File: src/rtl/muldiv_sequencer_if.sv
// Bundle between the HI/LO sequencer and its environment: the control-unit request and
// read ports, the multiply/divide unit handshakes and the architectural status outputs.
interface muldiv_sequencer_if #(
    parameter int WIDTH = 32
);
    logic             req_valid;
    logic [1:0]       req_op;
    logic [WIDTH-1:0] req_a;
    logic [WIDTH-1:0] req_b;
    logic             req_ready;

    logic             mul_start;
    logic [WIDTH-1:0] mul_a;
    logic [WIDTH-1:0] mul_b;
    logic             mul_done;
    logic [WIDTH-1:0] mul_hi;
    logic [WIDTH-1:0] mul_lo;

    logic             div_start;
    logic [WIDTH-1:0] div_a;
    logic [WIDTH-1:0] div_b;
    logic             div_done;
    logic [WIDTH-1:0] div_hi;
    logic [WIDTH-1:0] div_lo;

    logic             rd_req;
    logic             rd_sel;
    logic [WIDTH-1:0] rd_data;
    logic             stall;

    logic [WIDTH-1:0] hi;
    logic [WIDTH-1:0] lo;
    logic             busy;
    logic             done;
    logic             dbz;
    logic             timeout_err;

    modport slave (
        input  req_valid, req_op, req_a, req_b,
        input  mul_done, mul_hi, mul_lo,
        input  div_done, div_hi, div_lo,
        input  rd_req, rd_sel,
        output req_ready,
        output mul_start, mul_a, mul_b,
        output div_start, div_a, div_b,
        output rd_data, stall,
        output hi, lo, busy, done, dbz, timeout_err
    );

    modport master (
        output req_valid, req_op, req_a, req_b,
        output mul_done, mul_hi, mul_lo,
        output div_done, div_hi, div_lo,
        output rd_req, rd_sel,
        input  req_ready,
        input  mul_start, mul_a, mul_b,
        input  div_start, div_a, div_b,
        input  rd_data, stall,
        input  hi, lo, busy, done, dbz, timeout_err
    );
endinterface

File: src/rtl/muldiv_sequencer.sv
// Sequences one HI/LO operation at a time onto the multi-cycle multiply/divide units,
// commits results to HI/LO, stalls MFHI/MFLO while busy, flags divide-by-zero and timeouts.
module muldiv_sequencer #(
    parameter int WIDTH   = 32,
    parameter int TIMEOUT = 48,
    parameter int CNT_W   = 6
) (
    input logic               clock,
    input logic               reset,
    muldiv_sequencer_if.slave bus
);
    typedef enum logic [1:0] {
        IDLE,
        LAUNCH,
        WAIT
    } state_t;

    typedef enum logic [1:0] {
        OP_MULT = 2'b00,
        OP_DIV  = 2'b01,
        OP_MTHI = 2'b10,
        OP_MTLO = 2'b11
    } op_t;

    localparam logic [CNT_W-1:0] CNT_LAST = CNT_W'(TIMEOUT - 1);

    state_t           state;
    state_t           state_next;
    logic             sel_div;
    logic [CNT_W-1:0] cnt;
    logic [WIDTH-1:0] hi_q;
    logic [WIDTH-1:0] lo_q;
    logic [WIDTH-1:0] mul_a_q;
    logic [WIDTH-1:0] mul_b_q;
    logic [WIDTH-1:0] div_a_q;
    logic [WIDTH-1:0] div_b_q;
    logic             done_q;
    logic             dbz_q;
    logic             timeout_q;

    op_t              op;
    logic             accept;
    logic             b_zero;
    logic             launch_req;
    logic             unit_done;
    logic [WIDTH-1:0] unit_hi;
    logic [WIDTH-1:0] unit_lo;

    assign op         = op_t'(bus.req_op);
    assign accept     = bus.req_valid && (state == IDLE);
    assign b_zero     = (bus.req_b == '0);
    assign launch_req = (op == OP_MULT) || ((op == OP_DIV) && !b_zero);

    // Only the selected unit is listened to; the other unit's done is ignored.
    assign unit_done = sel_div ? bus.div_done : bus.mul_done;
    assign unit_hi   = sel_div ? bus.div_hi   : bus.mul_hi;
    assign unit_lo   = sel_div ? bus.div_lo   : bus.mul_lo;

    always_ff @(posedge clock or posedge reset) begin
        if (reset) begin
            state <= IDLE;
        end else begin
            state <= state_next;
        end
    end

    // NOTE: state_next gets its default before the case so no path leaves it unassigned,
    // which would otherwise infer a latch.
    always_comb begin
        state_next = state;
        case (state)
            IDLE:    if (accept && launch_req) state_next = LAUNCH;
            LAUNCH:  state_next = WAIT;
            WAIT:    if (unit_done || (cnt == CNT_LAST)) state_next = IDLE;
            default: state_next = IDLE;
        endcase
    end

    // NOTE: all registered state uses non-blocking assignments so every register samples
    // the pre-edge values, independent of statement order.
    always_ff @(posedge clock or posedge reset) begin
        if (reset) begin
            sel_div   <= 1'b0;
            cnt       <= '0;
            hi_q      <= '0;
            lo_q      <= '0;
            mul_a_q   <= '0;
            mul_b_q   <= '0;
            div_a_q   <= '0;
            div_b_q   <= '0;
            done_q    <= 1'b0;
            dbz_q     <= 1'b0;
            timeout_q <= 1'b0;
        end else begin
            done_q    <= 1'b0;
            dbz_q     <= 1'b0;
            timeout_q <= 1'b0;
            case (state)
                IDLE: begin
                    if (accept) begin
                        case (op)
                            OP_MULT: begin
                                mul_a_q <= bus.req_a;
                                mul_b_q <= bus.req_b;
                                sel_div <= 1'b0;
                            end
                            OP_DIV: begin
                                if (b_zero) begin
                                    dbz_q <= 1'b1;
                                end else begin
                                    div_a_q <= bus.req_a;
                                    div_b_q <= bus.req_b;
                                    sel_div <= 1'b1;
                                end
                            end
                            OP_MTHI: hi_q <= bus.req_a;
                            OP_MTLO: lo_q <= bus.req_a;
                            default: ;
                        endcase
                    end
                end
                LAUNCH: cnt <= '0;
                WAIT: begin
                    // A done arriving on the final counted cycle still commits.
                    if (unit_done) begin
                        hi_q   <= unit_hi;
                        lo_q   <= unit_lo;
                        done_q <= 1'b1;
                    end else if (cnt == CNT_LAST) begin
                        timeout_q <= 1'b1;
                    end else begin
                        cnt <= cnt + CNT_W'(1);
                    end
                end
                default: ;
            endcase
        end
    end

    // Start pulses decode straight from state so an async reset drops them at once.
    assign bus.mul_start   = (state == LAUNCH) && !sel_div;
    assign bus.div_start   = (state == LAUNCH) &&  sel_div;
    assign bus.mul_a       = mul_a_q;
    assign bus.mul_b       = mul_b_q;
    assign bus.div_a       = div_a_q;
    assign bus.div_b       = div_b_q;

    assign bus.req_ready   = (state == IDLE);
    assign bus.busy        = (state != IDLE);
    assign bus.stall       = bus.rd_req && (state != IDLE);
    assign bus.rd_data     = bus.rd_sel ? hi_q : lo_q;
    assign bus.hi          = hi_q;
    assign bus.lo          = lo_q;
    assign bus.done        = done_q;
    assign bus.dbz         = dbz_q;
    assign bus.timeout_err = timeout_q;
endmodule
File: src/flat_wrapper.sv
// flat-port wrapper written by rule: the top's interface ports become plain ports
module muldiv_sequencer_flat 
#(
    parameter int WIDTH   = 32,
    parameter int TIMEOUT = 48,
    parameter int CNT_W   = 6
)
  (clock, reset, bus_req_valid, bus_req_op, bus_req_a, bus_req_b, bus_mul_done, bus_mul_hi, bus_mul_lo, bus_div_done, bus_div_hi, bus_div_lo, bus_rd_req, bus_rd_sel, bus_req_ready, bus_mul_start, bus_mul_a, bus_mul_b, bus_div_start, bus_div_a, bus_div_b, bus_rd_data, bus_stall, bus_hi, bus_lo, bus_busy, bus_done, bus_dbz, bus_timeout_err);
  muldiv_sequencer_if #(.WIDTH(WIDTH)) bus_i ();
  input logic clock;
  input logic reset;
  input wire logic [$bits(bus_i.req_valid)-1:0] bus_req_valid;
  input wire logic [$bits(bus_i.req_op)-1:0] bus_req_op;
  input wire logic [$bits(bus_i.req_a)-1:0] bus_req_a;
  input wire logic [$bits(bus_i.req_b)-1:0] bus_req_b;
  input wire logic [$bits(bus_i.mul_done)-1:0] bus_mul_done;
  input wire logic [$bits(bus_i.mul_hi)-1:0] bus_mul_hi;
  input wire logic [$bits(bus_i.mul_lo)-1:0] bus_mul_lo;
  input wire logic [$bits(bus_i.div_done)-1:0] bus_div_done;
  input wire logic [$bits(bus_i.div_hi)-1:0] bus_div_hi;
  input wire logic [$bits(bus_i.div_lo)-1:0] bus_div_lo;
  input wire logic [$bits(bus_i.rd_req)-1:0] bus_rd_req;
  input wire logic [$bits(bus_i.rd_sel)-1:0] bus_rd_sel;
  output wire logic [$bits(bus_i.req_ready)-1:0] bus_req_ready;
  output wire logic [$bits(bus_i.mul_start)-1:0] bus_mul_start;
  output wire logic [$bits(bus_i.mul_a)-1:0] bus_mul_a;
  output wire logic [$bits(bus_i.mul_b)-1:0] bus_mul_b;
  output wire logic [$bits(bus_i.div_start)-1:0] bus_div_start;
  output wire logic [$bits(bus_i.div_a)-1:0] bus_div_a;
  output wire logic [$bits(bus_i.div_b)-1:0] bus_div_b;
  output wire logic [$bits(bus_i.rd_data)-1:0] bus_rd_data;
  output wire logic [$bits(bus_i.stall)-1:0] bus_stall;
  output wire logic [$bits(bus_i.hi)-1:0] bus_hi;
  output wire logic [$bits(bus_i.lo)-1:0] bus_lo;
  output wire logic [$bits(bus_i.busy)-1:0] bus_busy;
  output wire logic [$bits(bus_i.done)-1:0] bus_done;
  output wire logic [$bits(bus_i.dbz)-1:0] bus_dbz;
  output wire logic [$bits(bus_i.timeout_err)-1:0] bus_timeout_err;
  assign bus_i.req_valid = bus_req_valid;
  assign bus_i.req_op = bus_req_op;
  assign bus_i.req_a = bus_req_a;
  assign bus_i.req_b = bus_req_b;
  assign bus_i.mul_done = bus_mul_done;
  assign bus_i.mul_hi = bus_mul_hi;
  assign bus_i.mul_lo = bus_mul_lo;
  assign bus_i.div_done = bus_div_done;
  assign bus_i.div_hi = bus_div_hi;
  assign bus_i.div_lo = bus_div_lo;
  assign bus_i.rd_req = bus_rd_req;
  assign bus_i.rd_sel = bus_rd_sel;
  assign bus_req_ready = bus_i.req_ready;
  assign bus_mul_start = bus_i.mul_start;
  assign bus_mul_a = bus_i.mul_a;
  assign bus_mul_b = bus_i.mul_b;
  assign bus_div_start = bus_i.div_start;
  assign bus_div_a = bus_i.div_a;
  assign bus_div_b = bus_i.div_b;
  assign bus_rd_data = bus_i.rd_data;
  assign bus_stall = bus_i.stall;
  assign bus_hi = bus_i.hi;
  assign bus_lo = bus_i.lo;
  assign bus_busy = bus_i.busy;
  assign bus_done = bus_i.done;
  assign bus_dbz = bus_i.dbz;
  assign bus_timeout_err = bus_i.timeout_err;
  muldiv_sequencer #(.WIDTH(WIDTH), .TIMEOUT(TIMEOUT), .CNT_W(CNT_W)) u_core (.clock(clock), .reset(reset), .bus(bus_i));
endmodule
File: config.mk
export PLATFORM = sky130hd
export DESIGN_NAME = muldiv_sequencer_flat
export DESIGN_NICKNAME = d
export VERILOG_FILES = /design/src/rtl/muldiv_sequencer_if.sv /design/src/rtl/muldiv_sequencer.sv /design/src/flat_wrapper.sv
export SDC_FILE = /design/constraint.sdc
export NUM_CORES = 1
export LEC_CHECK = 0
export CAP_MARGIN = 20
export CORE_MARGIN = 2
export CORE_UTILIZATION = 35
export DETAILED_ROUTE_END_ITERATION = 7
export GPL_TIMING_DRIVEN = 0
export HOLD_SLACK_MARGIN = 0.12
export PLACE_DENSITY = 0.69
export REMOVE_ABC_BUFFERS = 1
export SYNTH_ARGS = -nofsm -noshare
export SYNTH_HDL_FRONTEND = slang
export SYNTH_SLANG_ARGS = --single-unit
File: constraint.sdc
create_clock -name clock -period 6.9 [get_ports clock]
set_clock_uncertainty 0.15 [all_clocks]
set_input_delay 0.69 -clock clock [delete_from_list [all_inputs] [get_ports clock]]
set_output_delay 0.69 -clock clock [all_outputs]
set_load 0.05 [all_outputs]
## Word level (Yosys, flattened, before mapping)

Index checks and enable logic that the tools add are counted.

| cells by class | value |
|---|---|
| bitwise operators | 1 |
| reduce and logical (&&, ||, !) cells | 24 |
| multiplexer cells | 29 |
| $add $sub $neg | 1 |
| equality and inequality tests | 15 |

Operators with widths:

| operator | number |
|---|---|
| $mux W32 | 9 |
| $pmux W32 S2 | 2 |
| $logic_not A32 Y1 | 1 |
| $reduce_and A4 Y1 | 4 |
| $mux W6 | 2 |
| $ne A2 B1 Y1 const B | 6 |
| $pmux W6 S2 | 1 |
| $mux W1 | 11 |
| $reduce_bool A2 Y1 | 4 |
| $add A6 B1 Y6 const B | 1 |
| $eq A2 B2 Y1 const B | 3 |
| $eq A6 B6 Y1 const B | 1 |
| $logic_and A1 B1 Y1 | 6 |
| $ne A2 B2 Y1 const B | 3 |
| $pmux W2 S3 | 1 |
| $reduce_and A3 Y1 | 2 |
| $eq A2 B1 Y1 const B | 2 |
| $logic_not A2 Y1 | 2 |
| $mux W2 | 2 |
| $logic_not A1 Y1 | 2 |
| $logic_or A1 B1 Y1 | 2 |
| $pmux W1 S2 | 1 |
| $reduce_and A2 Y1 | 1 |
| $not A1 Y1 | 1 |

| storage, ports and cells | value |
|---|---|
| bits in registers | 204 |
| bits of input ports | 201 |
| logic and storage cells | 82 |

## Depth between registers and ports, before layout

Gate-level depths: netlist of the first run.

| logic depth | value |
|---|---|
| depth after elaboration | 7 |
| mapped depth | 9 |
| gate-level depth less buffers | 6 |

## Worst setup path after synthesis of the first run

No wires, ideal clock.

| timing | value |
|---|---|
| path type | reg2reg |
| start | register u_core.state[1] |
| end | register u_core.mul_a_q[10] (netlist: u_core.bus.mul_a[10]) |
| cell stages (with the launch flop) | 9 |
| data arrival time | 2.490 ns |
| slack | 4.135 ns |
| period minus slack after synthesis | 2.765 ns |
| buffers on the path | 3 |
| setup time | 0.125 ns |
| cell sequence | dfrtp_1 inv_1 ha_1 clkbuf_2 inv_1 nor3_1 buf_2 buf_4 mux2_2 |

| on the way | value |
|---|---|
| longest elaborated chain between the ends | 3 |

RTL lines:

| what | line | RTL |
|---|---|---|
| start: declaration | muldiv_sequencer.sv:27 | `state_t state;` |
| start signal: assignment | muldiv_sequencer.sv:63 | `state <= state_next;` |
| $logic_not A2 Y1 * | -- |  |
| net bus_req_ready | flat_wrapper.sv:24 | `output wire logic [$bits(bus_i.req_ready)-1:0] bus_req_ready;` |
| $logic_and A1 B1 Y1 | muldiv_sequencer.sv:50 | `assign accept = bus.req_valid && (state == IDLE);` |
| $reduce_and A3 Y1 (no source line) * | -- |  |
| end signal: assignment | muldiv_sequencer.sv:103 | `mul_a_q <= bus.req_a;` |
| end: declaration | muldiv_sequencer.sv:33 | `logic [WIDTH-1:0] mul_a_q;` |

The timed path passes the listed nets; every way through them passes the cells marked *.
A chain may end at the register's enable or synchronous reset.

## Worst setup path after layout of the first run

| timing | value |
|---|---|
| start | input bus_req_b[10] |
| end | register u_core.div_b_q[0] (netlist: u_core.bus.div_b[0]) |

| on the way | value |
|---|---|
| longest elaborated chain between the ends | 3 |

RTL lines:

| what | line | RTL |
|---|---|---|
| start: declaration | flat_wrapper.sv:15 | `input wire logic [$bits(bus_i.req_b)-1:0] bus_req_b;` |
| $logic_not A32 Y1 | muldiv_sequencer.sv:51 | `assign b_zero = (bus.req_b == '0);` |
| $not A1 Y1 (no source line) | -- |  |
| $reduce_and A4 Y1 (no source line) | -- |  |
| end signal: assignment | muldiv_sequencer.sv:112 | `div_b_q <= bus.req_b;` |
| end: declaration | muldiv_sequencer.sv:36 | `logic [WIDTH-1:0] div_b_q;` |

Every way passes these cells.

==> summary.md, run 1 <==
| Metric | Value |
|---|---|
| Static Leakage | `0.006418 uW` |
| Rel. slew slack | `37.86%` |
| Initial antenna violation count | `0` |
| VDD IR-drop max | `0.0003378 V` |
| Post_cts resized | `0` |
| Total track usage | `21.36%` |
| # placed instances | `1,556` |
| PD cells | `568.9 mW/mm^2` |
| Ant diodes | `0` |
| Initial DRC count | `325` |
| Post-synth top flop | `dfrtp_1` |
| Async S/R FF share, synth | `100.0%` |
| IO Port Bufs | `432` |
| Commonest cells in the netlist | `204 x dfrtp_1, 133 x nand2_1, 129 x o21ai_0` |
| Ports | `433` |
| Top post-synthesis cells by area | `dfrtp_1 54%, mux2_2 13%, mux2i_1 7.2%` |
| CTS Buffer Depth | `3` |
| Synth Cell Area | `0.009539 sq mm` |
| Routability-driven placement congestion ratio | `0.7845` |
| Number of synthesized register bits | `204` |
| Distinct cells, synth | `41` |
| Worst setup SP type | `primary input` |
| Placed cell area | `0.01431 sq mm` |
| Final hold violation count | `0` |
| Design area | `0.01510 sq mm` |
| Chip width | `169.1 microns` |
| Root buf cell | `clkbuf_16` |
| Path category of the worst min-delay check | `register to register` |
| Number of synthesized flops with an enable pin | `0` |
| Largest fanout on the critical path | `24` |
| Seq/Total Area, Yosys | `53.52%` |
| Layout cells sized above 1 | `14.06%` |
| Layout Nets | `1,448` |
| P&R area growth vs syn | `58.29%` |
| Reg clk slew, reported paths | `0.05 ns` |
| Core area | `0.02688 sq mm` |
| Largest net degree at the start of global routing | `107` |
| Met2 usage | `38.83%` |
| Via density | `4.954` |
| Clk sink count | `204` |
| Arrival time worst endpoint | `3.65 ns` |
| Ys Warns | `0` |
| Pre-CTS setup slack | `2.941 ns` |
| Post-Syn Instances | `823` |
| Peak Freq | `292.9 MHz` |
| Fin crit share | `49.48%` |
| Busiest grt layer | `met2` |
| Die Y | `169.1 microns` |
| Antenna Violating Nets Remaining | `0` |
| Worst Hold Depth | `1` |
| Max Slew Vio Count | `0` |
| Mean area per synthesized cell | `11.59 sq um` |
| Setup TNS | `0 ns` |
| Met1 GRT Util | `23.77%` |
| Filler instances | `2,334` |
| Worst reg2reg path depth | `7` |
| Num CTS Buffers | `25` |
| Initial core utilization | `35.49%` |
| RSZ-0062 raised after global routing | `false` |
| HPWL after DPL | `23,600 microns` |
| Via Count | `7,926` |
| TritonCTS clock tree | `built` |
| Number of global-route vias before repair | `8,239` |
| Drt wl/cell | `19.71 microns` |
| Crit. End Element | `register` |
| Total gr overflow | `0` |
| Pre-antenna DRT Iters | `4` |
| Critical Path RT | `7.14 ns` |
| Least-Margin Pin Slew | `0.9320 ns` |
| Min Tclk post-route | `3.414 ns` |
| Clk_lat worst skew | `0.52 ns` |
| Layout Cells excl Fill | `1,600` |
| Area leader, netlist | `dfrtp_1` |
| WL final | `31,530 microns` |
| Crit path kind | `primary input to register` |
| Die Area | `0.02859 sq mm` |
| Run status | `finished, final reports clean` |
| First-pass GRT wire length | `47,470 microns` |
| CTS H-Tree Depth | `1` |
| # DRC | `0` |
| Share of the synthesized area in the top cell type | `53.52%` |
| Most frequent cell after synthesis | `dfrtp_1` |
| Finish-stage setup viols | `0` |
| Row cnt | `60` |
| CTS Hold Bufs | `0` |
| Max-cap violations | `0` |
| Setup WS post-layout | `3.486 ns` |
| Post-CTS Repair Setup Buffers | `0` |
| M3 GR Usage | `7.973%` |
| Final Util | `56.18%` |
state kept, by name, indices dropped and copies added (netlist names):
signal and count:
u_core.sel_div 1, u_core.bus.mul_a 32, u_core.bus.lo 32, u_core.bus.mul_b 32, u_core.bus.div_b 32, u_core.bus.done 1, u_core.cnt 6, u_core.state 2
u_core.bus.dbz 1, u_core.bus.hi 32, u_core.bus.timeout_err 1, u_core.bus.div_a 32
final cells by class:
cell class	instances	area [sq um]	area share, %
Sequential cell	204	5109	33.83
Timing Repair Buffer	447	4592	30.41
Multi-Input combinational cell	555	4136	27.39
Clock buffer	33	705.7	4.674
Tap cell	341	426.7	2.826
Clock inverter	11	88.84	0.5883
Inverter	9	41.29	0.2735
routing by layer:
metal	vias to the layer above	wire, microns
met4	0	517
met3	35	3236
met1	3838	11950
met5	-	0
met2	309	15830
li1	3744	-
worst max-delay path, stage by stage:
cell and delay (ns):
clkdlybuf4s50_1 0.50, nor4_1 0.42, nand4_1 0.35, o21ai_4 0.82
buf_12 0.28, buf_12 0.22, mux2_1 0.35
power breakdown:
part	internal, uW	switching [uW]
Clock	753	507
Sequential	1770	382
Combinational	1790	3390
placed cells by master (no fill, tap or decap), types with 3 or more instances in the layout:
cell type,n
nand4_1,3
clkinv_2,7
mux2_2,112
o2bb2ai_1,4
a21oi_1,4
o21ai_0,129
nand2_1,133
mux2i_1,69
buf_12,4
clkbuf_16,25
nor4_1,9
buf_16,4
inv_1,8
clkbuf_1,3
mux2_1,49
ha_1,4
clkbuf_8,5
clkdlybuf4s50_1,431
dfrtp_1,203
nor2_1,7
buf_6,4
nor3_1,3
nor2b_1,5
worst paths after layout:
check | startpoint | to | slack [ns]
worst max register to register | u_core.state[0]$_DFFE_PP0P_ | u_core.bus.lo[11]$_DFFE_PP0P_ | 3.69
min in group asynchronous | reset | u_core.bus.hi[25]$_DFFE_PP0P_ | 0.53
max in group asynchronous | reset | u_core.sel_div$_DFFE_PP0P_ | 5.04
worst min register to register | u_core.bus.div_b[27]$_DFFE_PP0P_ | u_core.bus.div_b[27]$_DFFE_PP0P_ | 0.34
worst min-delay path | u_core.bus.div_b[27]$_DFFE_PP0P_ | u_core.bus.div_b[27]$_DFFE_PP0P_ | 0.34
worst max-delay path | bus_req_b[10] | u_core.bus.div_b[0]$_DFFE_PP0P_ | 3.49
cell families after synthesis:
logic type	Yosys count	share of synthesized area, %
flops	204	53.52
fa+ha+maj	5	0.6558
compound gates	150	8.526
buf+inv	64	3.581
simple gates	170	7.477
mux	230	26.25
per-stage QoR:
stage	hold WS (ns)	power, uW
2_1_floorplan	0.3477	5456
3_3_place_gp	0.3226	7341
3_5_place_dp	0.3300	7367
4_1_cts	0.3425	8673
5_1_grt	0.3471	8976
6_report	0.3383	8590
Note: power is estimated with default switching activity, not from simulation.
==> run 2, diff against run 1 <==
clock period = 3.4 ns   (was 6.9 ns; I/O delays follow)
==> run 2 against run 1 <==
  * Clock-buffer cell count did not move
  * First-iteration DRC count fell by 0.31%
  * Sequential share of layout area fell by 0.12 points
  * Power rose by 100%
  * Register-to-register slack got worse by 3.5 ns
  * Global-route usage did not move
  * Largest cell class unchanged
  * Largest power group unchanged
==> summary.md, run 2 (same netlist as run 1, synthesis figures left out) <==
| Metric | Value |
|---|---|
| Static Leakage | `0.006436 uW (+0.28%)` |
| Placed cell area | `0.01431 sq mm (unchanged)` |
| Arrival time worst endpoint | `3.39 ns (-0.26 ns)` |
| HPWL after DPL | `23,600 microns (unchanged)` |
| Crit path cell chain | `inv_1, ha_4, buf_16, inv_1, o22ai_2, o21ai_0` |
| TritonCTS clock tree | `built` |
| Path category of the worst min-delay check | `primary input to async pin` |
| Min Tclk post-route | `3.172 ns` |
| CTS Hold Bufs | `0 (unchanged)` |
| Final hold slack | `0.1828 ns (-0.1554 ns)` |
| Crit path kind | `register to register` |
| Largest fanout on the critical path | `80 (+230%)` |
| Via density | `4.995 (+0.83%)` |
| Routability-driven placement congestion ratio | `0.7845 (unchanged)` |
| Row cnt | `60 (unchanged)` |
| Initial core utilization | `35.49% (unchanged)` |
| Max-cap violations | `0 (unchanged)` |
| Origin of the critical flop-to-flop path | `u_core.state[0]$_DFFE_PP0P_` |
| IO Port Bufs | `432 (unchanged)` |
| Slowest CP cell | `o22ai_2` |
| Final hold violation count | `0 (unchanged)` |
| Total track usage | `21.36% (unchanged)` |
| Finish-stage setup viols | `0 (unchanged)` |
| Max Slew Vio Count | `0 (unchanged)` |
| Via Count | `8,007 (+1.0%)` |
| Ant diodes | `0 (unchanged)` |
| Critical Path RT | `3.61 ns (-3.53 ns)` |
| Clk_lat worst skew | `0.52 ns (about the same)` |
| Most frequent cells in the layout | `431 x clkdlybuf4s50_1, 203 x dfrtp_1, 133 x nand2_1` |
| Layout cells sized above 1 | `14.34% (+0.28 points)` |
| Setup WS post-layout | `0.2276 ns (-3.258 ns)` |
| Ports | `433 (unchanged)` |
| VDD IR-drop max | `0.0006931 V (+110%)` |
| RSZ-0062 raised after global routing | `true` |
| Largest net degree at the start of global routing | `107 (unchanged)` |
| Filler instances | `2,332 (-0.086%)` |
| Least-Margin Pin Slew | `0.9870 ns (+0.05495 ns)` |
| Final Util | `56.39% (+0.20 points)` |
| Layout Nets | `1,451 (+0.21%)` |
| Worst setup SP type | `register` |
| Num CTS Buffers | `25 (unchanged)` |
| Crit. End Element | `register` |
| Clk sink count | `204 (unchanged)` |
| Root buf cell | `clkbuf_16` |
| P&R area growth vs syn | `58.87%` |
| Total power | `17,510 uW (+100%)` |
| First-pass GRT wire length | `47,470 microns (unchanged)` |
| Total gr overflow | `0 (unchanged)` |
| Initial antenna violation count | `0 (unchanged)` |
| Worst setup startpoint | `u_core.state[0]$_DFFE_PP0P_` |
| Fin crit share | `93.31%` |
| CP dominant cell by count | `inv_1` |
| Die Y | `169.1 microns (unchanged)` |
| WL final | `32,710 microns (+3.7%)` |
| Die Area | `0.02859 sq mm (unchanged)` |
| Number of global-route vias before repair | `8,239 (unchanged)` |
| Pre-CTS setup slack | `-0.2091 ns (-3.150 ns)` |
| CP peak stage delay | `0.89 ns (+0.07 ns)` |
| Run status | `finished, final reports clean` |
| Chip width | `169.1 microns (unchanged)` |
| CTS H-Tree Depth | `1 (unchanged)` |
| Rel. slew slack | `34.20% (-3.7 points)` |
| Drt wl/cell | `20.40 microns (+3.5%)` |
| Design area | `0.01515 sq mm (+0.36%)` |
| Pre-antenna DRT Iters | `4 (unchanged)` |
| # DRC | `0 (unchanged)` |
| Antenna Violating Nets Remaining | `0 (unchanged)` |
| Reg clk slew, reported paths | `0.06 ns (about the same)` |
| Peak Freq | `315.2 MHz` |
| Initial DRC count | `324 (-0.31%)` |
| Most common cell after layout, fill and taps aside | `clkdlybuf4s50_1` |
| CTS Buffer Depth | `3 (unchanged)` |
| Core area | `0.02688 sq mm (unchanged)` |
| PD cells | `1155 mW/mm^2 (+100%)` |
## run 2: changes by cell type in the layout (fill, tap and decap cells not counted), sizes merged
cell,previous run,this run
o22ai,2,4
buf,16,17
## run 2: critical path: cells and delay by family (launching register included)
family                   cells  cell delay, ns
AO/OA/AOI/OAI                2            1.09
adder cells (fa/ha/maj)      1            0.51
buffers and inverters        3            0.83
flip-flops                   1            0.42
## run 2: through the flow
stage / instances / setup TNS [ns]
6_report: 1603 / 0
5_1_grt: 1603 / -0.04402
4_1_cts: 1600 / 0
3_5_place_dp: 1556 / -4.765
3_3_place_gp: 1541 / -2197.37
2_1_floorplan: 768 / -947.85
## run 2: timing repair
item                                    4_1_cts  5_1_grt
gates resized for setup                       0        2
hold endpoints to repair                      0        0
endpoints found under the setup margin        0       35
setup buffers                                 0        1
## run 2: area by class of cell
class	instances	area [sq um]	share of cell area (%)
well taps	341	426.7	2.815
inverters	9	41.29	0.2725
clock buffers	33	705.7	4.657
clock inverters	11	88.84	0.5862
repair buffers	448	4612	30.43
flip-flops and latches	204	5109	33.71
multi-input cells	557	4172	27.53
## run 2: final timing paths
| kind | endpoint | slack [ns] | depth (start not counted) |
|---|---|---|---|
| hold reg to reg | u_core.bus.div_b[27]$_DFFE_PP0P_ | 0.34 | 1 |
| setup / recovery | u_core.bus.hi[14]$_DFFE_PP0P_ | 0.23 | 6 |
| min in group clock | u_core.bus.div_b[27]$_DFFE_PP0P_ | 0.34 | 1 |
| max in group asynchronous | u_core.sel_div$_DFFE_PP0P_ | 1.89 | 3 |
| setup reg to reg | u_core.bus.hi[14]$_DFFE_PP0P_ | 0.23 | 6 |
| hold / removal | u_core.bus.hi[25]$_DFFE_PP0P_ | 0.18 | 2 |
## run 2: metal layers
layer / vias up / global-route usage, % / share of wire (%) / wire length [microns]
met2: 319 / 38.83 / 50 / 16450
li1: 3754 / - / - / -
met1: 3895 / 23.77 / 38 / 12430
met4: 0 / 4.831 / 1.7 / 549
met5: - / 0 / 0 / 0
met3: 39 / 7.973 / 10 / 3275
## run 2: power breakdown
| part | internal (uW) | switching, uW | total [uW] | leakage (uW) |
|---|---|---|---|---|
| Clock | 1530 | 1040 | 2570 | 0.000394 |
| Sequential | 3590 | 774 | 4370 | 0.00248 |
| Combinational | 3650 | 6920 | 10600 | 0.00356 |
| Total | 8770 | 8740 | 17500 | 0.00644 |
==> run 3, diff against run 2 <==
CORE_UTILIZATION = 30   (was 35)
PLACE_DENSITY = unset   (was 0.69)
==> run 3 against run 2 <==
  * Clock-buffer cell count is 2 higher
  * Register-to-register slack improved by 0.25 ns
  * Critical path depth decreased by 3
  * Final area rose by 0.74%
  * Sequential power barely moved
  * Die area grew 16%
  * Sequential cell count is the same
  * First-iteration DRC count is 4.0% lower
  * Combinational power barely moved
  * Sequential share of layout area down 0.25 points
==> summary.md, run 3 (same netlist as run 1, synthesis figures left out) <==
| Metric | Value |
|---|---|
| Max Slew Vio Count | `0 (unchanged)` |
| PD cells | `1152 mW/mm^2 (-0.30%)` |
| Pre-CTS setup slack | `-0.09529 ns (+0.1138 ns)` |
| Setup TNS | `0 ns (unchanged)` |
| Clk_lat worst skew | `0.51 ns (about the same)` |
| Setup WS post-layout | `0.3620 ns (+0.1344 ns)` |
| Routability-driven placement congestion ratio | `0.7802 (-0.55%)` |
| Least-Margin Pin Slew | `0.8680 ns (-0.1189 ns)` |
| Layout Nets | `1,450 (-0.069%)` |
| Initial antenna violation count | `0 (unchanged)` |
| Worst R2R Setup Slack | `0.48 ns (+0.25 ns)` |
| IO Port Bufs | `432 (unchanged)` |
| Clock power frac | `15.5% (+0.8 points)` |
| Path category of the worst min-delay check | `primary input to async pin` |
| Die Y | `182.3 microns (+7.8%)` |
| Ports | `433 (unchanged)` |
| Reg clk slew, reported paths | `0.05 ns (about the same)` |
| Worst setup SP type | `register` |
| Sequential Power Share | `24.9% (about the same)` |
| Drt wl/cell | `18.59 microns (-8.9%)` |
| P_int | `8936 uW (+1.9%)` |
| # placed instances | `1,619 (+4.0%)` |
| CP peak stage delay | `0.79 ns (-0.10 ns)` |
| Arrival time worst endpoint | `2.55 ns (-0.84 ns)` |
| Antenna Violating Nets Remaining | `0 (unchanged)` |
| Via Count | `7,874 (-1.7%)` |
| First-pass GRT wire length | `48,080 microns (+1.3%)` |
| Largest net degree at the start of global routing | `118 (+10%)` |
| Switching Power | `8648 uW (-1.0%)` |
| Clk sink count | `204 (unchanged)` |
| Worst setup endpoint | `bus_div_start` |
| Origin of the critical flop-to-flop path | `u_core.state[0]$_DFFE_PP0P_` |
| Final Util | `48.63% (-7.8 points)` |
| TritonCTS clock tree | `built` |
| Finish-stage setup viols | `0 (unchanged)` |
| Static Leakage | `0.006464 uW (+0.44%)` |
| CTS Hold Bufs | `0 (unchanged)` |
| Worst setup startpoint | `u_core.sel_div$_DFFE_PP0P_` |
| Chip width | `182.3 microns (+7.8%)` |
| RSZ-0062 raised after global routing | `false` |
| Post-CTS Repair Setup Buffers | `0 (unchanged)` |
| P&R area growth vs syn | `60.03%` |
| Initial DRC count | `311 (-4.0%)` |
| Filler instances | `2,918 (+25%)` |
| Worst R2R End | `u_core.bus.lo[13]$_DFFE_PP0P_` |
| Placed cell area | `0.01443 sq mm (+0.87%)` |
| Most frequent cells in the layout | `431 x clkdlybuf4s50_1, 203 x dfrtp_1, 133 x nand2_1` |
| Total gr overflow | `0 (unchanged)` |
| Total track usage | `18.28% (-3.1 points)` |
| Pre-antenna DRT Iters | `4 (unchanged)` |
| Slowest CP cell | `clkdlybuf4s50_1` |
| HPWL after DPL | `23,770 microns (+0.70%)` |
| Rel. slew slack | `42.13% (+7.9 points)` |
| Most common cell after layout, fill and taps aside | `clkdlybuf4s50_1` |
| VDD IR-drop max | `0.0006442 V (-7.1%)` |
| Sw frac | `49.18% (-0.72 points)` |
| Ant diodes | `0 (unchanged)` |
| Initial core utilization | `30.39% (-5.1 points)` |
| Num CTS Buffers | `25 (unchanged)` |
| Logic pwr share | `59.6% (-0.8 points)` |
| Crit. End Element | `output pin` |
| CTS H-Tree Depth | `1 (unchanged)` |
| Crit path kind | `register to output pin` |
| CTS Buffer Depth | `3 (unchanged)` |
| Design area | `0.01527 sq mm (+0.74%)` |
| Largest fanout on the critical path | `44 (-45%)` |
| Post_cts resized | `0 (unchanged)` |
| Run status | `finished, final reports clean` |
| Fin crit share | `89.35% (-4.0 points)` |
| Layout Cells excl Fill | `1,663 (+3.7%)` |
| Crit path cell chain | `buf_16, and2_1, clkdlybuf4s50_1` |
| Min Tclk post-route | `3.038 ns (-0.1344 ns)` |
| Root buf cell | `clkbuf_16` |
| Peak Freq | `329.2 MHz (+4.4%)` |
| Core area | `0.03139 sq mm (+17%)` |
| Layout cells sized above 1 | `14.04% (-0.31 points)` |
| Via density | `4.735 (-5.2%)` |
| WL final | `30,920 microns (-5.5%)` |
| Number of global-route vias before repair | `8,293 (+0.66%)` |
| # DRC | `0 (unchanged)` |
| Worst reg2reg path depth | `6 (unchanged)` |
| Row cnt | `65 (+8.3%)` |
| Critical Path RT | `2.91 ns (-0.70 ns)` |
| Final hold violation count | `0 (unchanged)` |
| Max-cap violations | `0 (unchanged)` |
| Die Area | `0.03324 sq mm (+16%)` |
-- run 3: area by class of cell --
class / instances / area (sq um) / share of cell area, %
Clock buffer: 35 / 713.2 / 4.672
Multi-Input combinational cell: 555 / 4136 / 27.10
Sequential cell: 204 / 5109 / 33.46
Inverter: 9 / 41.29 / 0.2705
Clock inverter: 9 / 123.9 / 0.8114
Tap cell: 402 / 503.0 / 3.295
Timing Repair Buffer: 449 / 4639 / 30.39
-- run 3: power by group through the flow --
stage | sequential [uW] | clock [uW] | combinational (uW)
4_1_cts | 4410 | 2800 | 10600
5_1_grt | 4570 | 2900 | 11000
6_report | 4390 | 2720 | 10500
3_3_place_gp | 4470 | 0 | 10400
2_1_floorplan | 8380 | 0 | 2700
3_5_place_dp | 4430 | 0 | 10500
-- run 3: metrics by stage --
stage	hold slack, ns	power (uW)
after floorplan	0.3220	11070
after global placement	0.3232	14910
after detailed placement	0.3301	14970
after CTS	0.2569	17780
after global routing	0.2944	18420
final	0.2045	17580
-- run 3: worst min-delay path by stage --
stage	end
finish	u_core.bus.mul_b[21]$_DFFE_PP0P_
CTS	u_core.bus.mul_b[21]$_DFFE_PP0P_
detailed placement	u_core.bus.div_a[31]$_DFFE_PP0P_
global placement	u_core.bus.div_b[16]$_DFFE_PP0P_
floorplan	u_core.bus.div_a[0]$_DFFE_PP0P_
global route	u_core.bus.div_b[10]$_DFFE_PP0P_
-- run 3: metal layers --
layer	GRT usage [%]	part of all wire, %
met5	0	0
met4	4.387	2.1
met3	6.047	9.6
met1	21.92	40
met2	31.76	48
-- run 3: critical path, delay by kind of cell, from the launching register on --
kind                   cells  cell delay, ns
buffers and inverters      2            1.10
flip-flops                 1            0.74
AND/OR/NAND/NOR            1            0.18
